[config.mk]
export PLATFORM = sky130hd
export DESIGN_NAME = boton_pulso_repeticion
export DESIGN_NICKNAME = d
export VERILOG_FILES = /design/src/rtl/boton_pkg.sv /design/src/rtl/boton_pulso_repeticion_detector_flanco.sv /design/src/rtl/boton_pulso_repeticion.sv
export SDC_FILE = /design/constraint.sdc
export NUM_CORES = 1
export LEC_CHECK = 0
export CAP_MARGIN = 0
export CORE_MARGIN = 10
export CORE_UTILIZATION = 65
export DETAILED_ROUTE_END_ITERATION = 16
export PLACE_DENSITY = 0.84
export SLEW_MARGIN = 40
export SYNTH_ARGS = -nofsm -noshare
export SYNTH_HDL_FRONTEND = slang
export SYNTH_SLANG_ARGS = --single-unit
[constraint.sdc]
create_clock -name clk -period 6.4 [get_ports clk]
set_clock_uncertainty 0.2 [all_clocks]
set_input_delay 0.64 -clock clk [delete_from_list [all_inputs] [get_ports clk]]
set_output_delay 0.64 -clock clk [all_outputs]
set_load 0.01 [all_outputs]
[src/rtl/boton_pkg.sv]
// Shared definitions for the button repeat-pulse block: state encoding,
// board timing defaults and the counter width helper.
package boton_pkg;

   typedef enum logic [1:0] {
      IDLE   = 2'd0,
      WAIT   = 2'd1,
      REPEAT = 2'd2
   } estado_t;

   // 100 MHz board: 0.5 s before auto-repeat starts, then one pulse every 0.1 s
   localparam int HOLD_DEFAULT   = 50_000_000;
   localparam int REPEAT_DEFAULT = 10_000_000;

   // The shared counter only ever reaches max(hold, repeat) - 1
   function automatic int cnt_width(input int hold_cycles, input int repeat_cycles);
      int mayor;
      mayor = (hold_cycles > repeat_cycles) ? hold_cycles : repeat_cycles;
      return $clog2(mayor);
   endfunction

endpackage

[src/rtl/boton_pulso_repeticion_detector_flanco.sv]
// Edge detector on the debounced button level. The previous sample resets
// to 1 so a button held through reset does not look like a fresh press.
module detector_flanco (
   input  logic clk,
   input  logic reset,
   input  logic senal_i,
   output logic sube_o,
   output logic baja_o
);

   logic prev_q;

   // Remember last cycle's level
   always_ff @(posedge clk) begin
      if (reset) prev_q <= 1'b1;
      else       prev_q <= senal_i;
   end

   assign sube_o = senal_i & ~prev_q;
   assign baja_o = ~senal_i & prev_q;

endmodule

[src/rtl/boton_pulso_repeticion.sv]
// Turns the debounced button level into command pulses: one on press,
// then auto-repeat after a hold delay, plus held flag and release pulse.
//
// state  | meaning
// IDLE   | button released, waiting for a press edge
// WAIT   | pressed, counting the hold delay (saturates if repeat disabled)
// REPEAT | auto-repeat active, pulse every REPEAT_CYCLES
module boton_pulso_repeticion
   import boton_pkg::*;
#(
   parameter int HOLD_CYCLES   = HOLD_DEFAULT,
   parameter int REPEAT_CYCLES = REPEAT_DEFAULT
) (
   input  logic clk,
   input  logic reset,
   input  logic activar,
   input  logic repetir_en,
   output logic pulso,
   output logic sostenido,
   output logic soltar
);

   localparam int CNT_W = cnt_width(HOLD_CYCLES, REPEAT_CYCLES);
   localparam logic [CNT_W-1:0] HOLD_TC = CNT_W'(HOLD_CYCLES - 1);
   localparam logic [CNT_W-1:0] REP_TC  = CNT_W'(REPEAT_CYCLES - 1);

   estado_t          state_q;
   logic [CNT_W-1:0] count_q;
   logic             pulso_q;
   logic             sostenido_q;
   logic             soltar_q;
   logic             sube;
   logic             baja;

   detector_flanco u_flanco (
      .clk     (clk),
      .reset   (reset),
      .senal_i (activar),
      .sube_o  (sube),
      .baja_o  (baja)
   );

   // Inside WAIT/REPEAT the level was already high, so a falling edge is
   // exactly "button released"; release is tested first so it beats a
   // terminal count landing in the same cycle.

   // Sequencing FSM with shared hold/repeat counter and registered outputs
   always_ff @(posedge clk) begin
      if (reset) begin
         state_q     <= IDLE;
         count_q     <= '0;
         pulso_q     <= 1'b0;
         sostenido_q <= 1'b0;
         soltar_q    <= 1'b0;
      end else begin
         pulso_q  <= 1'b0;
         soltar_q <= 1'b0;
         case (state_q)
            IDLE: begin
               sostenido_q <= 1'b0;
               count_q     <= '0;
               if (sube) begin
                  pulso_q <= 1'b1;
                  state_q <= WAIT;
               end
            end
            WAIT: begin
               sostenido_q <= 1'b0;
               if (baja) begin
                  state_q  <= IDLE;
                  soltar_q <= 1'b1;
                  count_q  <= '0;
               end else if (count_q == HOLD_TC) begin
                  // hold expired: fire now, or sit saturated until repeat is allowed
                  if (repetir_en) begin
                     pulso_q     <= 1'b1;
                     sostenido_q <= 1'b1;
                     count_q     <= '0;
                     state_q     <= REPEAT;
                  end
               end else begin
                  count_q <= count_q + CNT_W'(1);
               end
            end
            REPEAT: begin
               if (baja) begin
                  state_q     <= IDLE;
                  sostenido_q <= 1'b0;
                  soltar_q    <= 1'b1;
                  count_q     <= '0;
               end else if (!repetir_en) begin
                  // park in WAIT with the delay already expired so re-enabling
                  // resumes repeating without a fresh hold delay
                  state_q     <= WAIT;
                  count_q     <= HOLD_TC;
                  sostenido_q <= 1'b0;
               end else if (count_q == REP_TC) begin
                  pulso_q <= 1'b1;
                  count_q <= '0;
               end else begin
                  count_q <= count_q + CNT_W'(1);
               end
            end
            default: begin
               state_q     <= IDLE;
               count_q     <= '0;
               sostenido_q <= 1'b0;
            end
         endcase
      end
   end

   assign pulso     = pulso_q;
   assign sostenido = sostenido_q;
   assign soltar    = soltar_q;

endmodule

==> impl_metrics.yaml, run 1 <==
clock_tree:
  cts_setup_buffers: 0
  clk_pin_slew_ps: 100
  clock_path_buffers: 2
  cts_resized: 0
  holdBufCountCts: 0
  htree_levels: 2
  clock_latency_ps: 330
  cts_tree: "yes"
  cts-root-buf: "clkbuf_4"
  cts_buffers: 5
  clock_sinks: 32
timing:
  final.setup.tns_ps: 0
  whs_ps: 356.0
  setup_viol: 0
  clock.fmax_mhz: 364.0
  rsz0062_at_grt: "no"
  max_slew.worst_pin.slew_ps: 809.3
  timing.final.crit_share: 0.4293
  slew_violations: 0
  period_needed_ps: 2747
  finalHoldViolCount: 0
  max_slew_margin: 0.4605
floorplanning:
  rows: 19
  floorplan.initialDensity: 0.6874
  die_h_um: 74.24
  io_pins: 7
  die_area_um2: 5511
  core_um2: 2781
  dieWidth_um: 74.24
critical_path:
  critPathCaptureType: "register"
  start_kind: "register"
  crit_fanout: 18
  slowest_stage: "nor4_4"
  critical_path_cell_count: 6
  worstSetupPathType: "register to register"
  path_buf_inv: 0
  slowest_delay_ps: 710
  crit_arrival_ps: 2780
  cp.required_ps: 6430
  path_cells: "ha_1, nand3_1, nor4_4, a21oi_2, o21a_1, a32o_1"
  rr_worst_depth: 6
  crit_family: "compound AO/OA/AOI/OAI gates"
synth:
  synthesis.nets: 237
  synth_top_family_by_area: "simple AND/OR/NAND/NOR gates"
  yosysUniqueCellTypes: 49
  synth_xor_area_frac: 0.05497
  synthMuxAreaShare: 0.01113
  synth_edf_count: 0
  synth_top_area_frac: 0.3351
  synth_top_flop_cell: "dfxtp_1"
  postSynthCellCount: 228
  synth_area_um2: 1912
  netlist_top_cells_count: "dfxtp_1, a21oi_1, nand2_1"
  yosysMostFrequentCell: "dfxtp_1"
  ys_seq_area_frac: 0.3351
  ys_top_cells_by_area: "dfxtp_1, a21oi_1, xnor2_1, o22ai_1, ha_1"
  synthAdderAreaFrac: 0.03272
  yosysWarningCount: 0
  ys_seq_elements: 32
  synth_compound_area_frac: 0.2500
  synthArstFlopShare: 0
  avgSynthCellArea_um2: 8.385
  synth.largest_area_cell: "dfxtp_1"
  post_synth_and_or_nand_nor_area_fraction: 0.2716
final_layout:
  diodes: 0
  area_growth_pct: 5.694
  multi_input_area_um2: 1194
  fillCellCount: 230
  num-nets-final: 242
  ff_latch_area_um2: 640.6
  drive_gt1_frac: 0.07725
route:
  ant_nets: 0
  num_vias: 1818
  route.detailed.wl_per_inst_um: 17.04
  finalWirelength_um: 4498
  viasPerCell: 6.886
  drt_pass1_iterations: 4
  drtIter0Drc: 296
  drcViolationCount: 0
grt:
  grt_first_pass_wirelength_um: 7741
  gr-total-overflow: 0
  antenna_found_initial: 0
  first_global_vias: 1657
  grt_max_degree: 20
  grt_usage: 0.1737
placed_design:
  gp_congestion: 0.8692
  io_buffers: 6
  hpwl_um: 3357
power_and_ir_drop:
  cell_internal_pwr_mw: 0.2652
  finalPower_mw: 0.3739
  peakVddDrop_mv: 0.1695
  netSwitchingFraction: 0.2907
  power_density_nw_per_um2: 185.0
  power_frac_clock: 0.287
  power_frac_seq: 0.550
  p_comb_frac: 0.164
  power_switching_mw: 0.1087
  p_leak_nw: 0.6064
hold_path:
  min_path_type: "register to register"
  min_path_cells: 2
status:
  outcome: "finished clean"
run:
  drv_cap: 0
-- final timing paths --
path / from / to / slack (ps)
min: count_q[16] / count_q[16] / 360
min reg2reg: count_q[16] / count_q[16] / 360
max reg2reg: count_q[0] / count_q[0] / 3650
max: count_q[0] / count_q[0] / 3650
-- worst register-to-register path, cell delays in order, from the launching register on --
cell     delay [ps]
dfxtp_1         410
ha_1            220
nand3_1         190
nor4_4          710
a21oi_2         390
o21a_1          290
a32o_1          240
-- sequential cells by signal (all words and copies together), names as in the netlist --
| signal | count |
|---|---|
| count_q | 26 |
| pulso | 1 |
| soltar | 1 |
| sostenido | 1 |
| state_q | 2 |
| u_flanco.prev_q | 1 |
-- power by group through the flow --
| stage | clock (mW) | sequential (mW) | combinational (mW) |
|---|---|---|---|
| after global routing | 0.116 | 0.206 | 0.0682 |
| after detailed placement | 0 | 0.210 | 0.0598 |
| after global placement | 0 | 0.210 | 0.0569 |
| final | 0.107 | 0.205 | 0.0612 |
| after CTS | 0.108 | 0.205 | 0.0601 |
| after floorplan | 0 | 0.210 | 0.0449 |
-- cell usage in the layout (no fill, tap or decap), types with 2 or more instances in the layout --
master           synthesis  final
xnor2_1                  9      9
dfxtp_1                 32     32
a21o_1                   3      3
and4_1                   4      4
xor2_1                   3      3
o22ai_1                 11     11
nand3_1                 10     10
a21oi_1                 19     19
a31oi_1                  3      3
and2_1                   3      3
inv_1                    9      9
nor4_4                   2      2
ha_1                     5      5
nand2_1                 15     15
nor2b_1                  3      3
clkdlybuf4s50_1          0      6
o21a_1                   7      7
or3_1                    2      2
nand4_1                  6      6
a211oi_1                 7      7
clkbuf_4                 0      5
o21ai_0                  6      6
nor4_1                   8      8
nand2b_1                 2      2
nor2_1                  12     12
o31a_1                   5      5
nor3_1                  11     11
and3_1                   3      3
-- layer usage --
layer | GRT usage | part of all wire | wire (um)
met4 | 0.07927 | 0.024 | 107
met3 | 0.04654 | 0.072 | 322
met5 | 0 | 0 | 0
met1 | 0.2180 | 0.43 | 1918
met2 | 0.2718 | 0.48 | 2150
-- through the flow --
step                setup slack [ps]  area (um^2)    util  std cells
floorplan                       4167         1912       -        228
global placement                3225         1967  0.7072        257
detailed placement              3478         1974  0.7099        257
CTS                             3675         2021  0.7265        264
global route                    3394         2021  0.7265        264
finish                          3653         2021  0.7265        264
-- cell type report --
| type | instances | area share |
|---|---|---|
| clock buffer | 6 | 0.02043 |
| clock inverter | 1 | 0.002477 |
| inverter | 9 | 0.01672 |
| multi-input combinational | 178 | 0.5907 |
| sequential | 32 | 0.3170 |
| tap | 31 | 0.01920 |
| timing repair buffer | 7 | 0.03344 |
-- logic make-up after synthesis --
family	after synthesis
AOI/OAI and AO/OA	72
adders and majority gates	5
DFF	32
buffers and inverters	18
xor gates and xnor gates	12
muxes	2
and+or+nand+nor	87
No activity file was read; power rests on OpenSTA's default activity.
==> run 2: changes to the inputs <==
Settings changed: CORE_UTILIZATION 65 to 60, PLACE_DENSITY 0.84 to 0.79.
Clock period 6.4 ns to 2.8 ns, I/O delays scaled along.
==> impl_metrics.yaml, run 2 (synthesis gave the netlist of run 1 again) <==
status:
  outcome: "finished clean"
grt:
  grt_first_pass_wirelength_um: 8217
  busiest_layer: "met2"
  use_met3: 0.04599
  gr-usage-met1: 0.1883
  grt_usage: 0.1665
  use_met2: 0.2840
  antenna_found_initial: 0
  grt_max_degree: 19
  gr-total-overflow: 0
  first_global_vias: 1800
timing:
  max_slew_margin: 0.4886
  setup_viol: 0
  whs_ps: 354.1
  rsz0062_at_grt: "no"
  max_slew.worst_pin.slew_ps: 767.1
  timing.final.crit_share: 0.9086
  final.setup.tns_ps: 0
  period_needed_ps: 2544
  clock.fmax_mhz: 393.1
  slew_violations: 0
  finalHoldViolCount: 0
clock_tree:
  clock_path_buffers: 2
  holdBufCountCts: 0
  clock_sinks: 32
  cts_setup_buffers: 0
  cts_resized: 0
  cts-root-buf: "clkbuf_4"
  cts_buffers: 5
  clk_pin_slew_ps: 100
  clock_latency_ps: 340
  htree_levels: 2
  cts_tree: "yes"
hold_path:
  min_path_type: "register to register"
route:
  route.detailed.wl_per_inst_um: 17.45
  ant_nets: 0
  num_vias: 1898
  drt_pass1_iterations: 5
  drcViolationCount: 0
  finalWirelength_um: 4921
  viasPerCell: 6.730
  drtIter0Drc: 212
run:
  drv_cap: 0
critical_path:
  start_kind: "register"
  cp.required_ps: 2830
  crit_arrival_ps: 2580
  crit_fanout: 18
  worstSetupPathType: "register to register"
  critPathCaptureType: "register"
floorplanning:
  die_h_um: 76.45
  dieWidth_um: 76.45
  die_area_um2: 5845
  floorplan.initialDensity: 0.6262
  rows: 20
  io_pins: 7
  core_um2: 3053
placed_design:
  hpwl_um: 3537
  placedCellCount: 275
  io_buffers: 6
  gp_congestion: 0.8664
final_layout:
  fillCellCount: 274
  regMostFlops: "count_q"
  ff_latch_area_um2: 640.6
  drive_gt1_frac: 0.09244
  multi_input_area_um2: 1186
  num-nets-final: 247
  finalNonFillerCells: 282
  mostFrequentLayoutCell: "dfxtp_1"
  top_regs: "count_q: 26 flops, state_q: 2 flops"
  area_growth_pct: 8.115
  mostFrequentLayoutCells: "dfxtp_1, a21oi_1, nand2_1"
  largest_reg_flops: 26
  diodes: 0
power_and_ir_drop:
  peakVddDrop_mv: 0.2594
  power_density_nw_per_um2: 417.2
  p_leak_nw: 0.6302
[run 2: path summary, 6_finish.rpt]
| path | startpoint | to | slack, ps | depth (start not counted) |
|---|---|---|---|---|
| setup / recovery | count_q[15] | count_q[0] | 260 | 5 |
| hold / removal | sostenido | sostenido | 350 | 3 |
| setup reg to reg | count_q[15] | count_q[0] | 260 | 5 |
| hold reg to reg | sostenido | sostenido | 350 | 3 |
[run 2: layout make-up]
class / instances / share of cell area
well taps: 44 / 0.02663
multi-input cells: 178 / 0.5739
flip-flops and latches: 32 / 0.3099
inverters: 9 / 0.01634
clock inverters: 1 / 0.002421
clock buffers: 6 / 0.01998
repair buffers: 12 / 0.05085
[run 2: metal layers]
metal | vias up | share of wire
li1 | 886 | -
met1 | 894 | 0.40
met2 | 99 | 0.49
met3 | 19 | 0.081
met4 | 0 | 0.029
met5 | - | 0
[run 2: critical path, cell delays in order, from the launching register on]
cell,delay (ps)
dfxtp_1,420
or3b_4,430
nor4_4,540
a21oi_2,340
o21a_1,260
a32o_1,240
[run 2: metrics by stage]
step	setup WS [ps]	instance area, um^2	utilization	power [mW]
3_5_place_dp	320.7	2021	0.6619	0.6214
5_1_grt	138.8	2067	0.6770	0.9013
6_report	256.0	2067	0.6770	0.8623
2_1_floorplan	567.1	1912	-	0.5828
3_3_place_gp	428.5	2021	0.6619	0.6148
4_1_cts	303.2	2067	0.6770	0.8669
[run 2: power by group]
part	total [mW]	internal (mW)	switching, mW
sequential	0.469	0.464	0.00572
clock	0.246	0.0923	0.153
combinational	0.147	0.0535	0.0940
==> run 3: changes to the inputs <==
Settings changed: GPL_ROUTABILITY_DRIVEN from default to 1.
==> results of run 3 <==
Same layout as run 2: the final DEF is identical, and so are final timing and power.
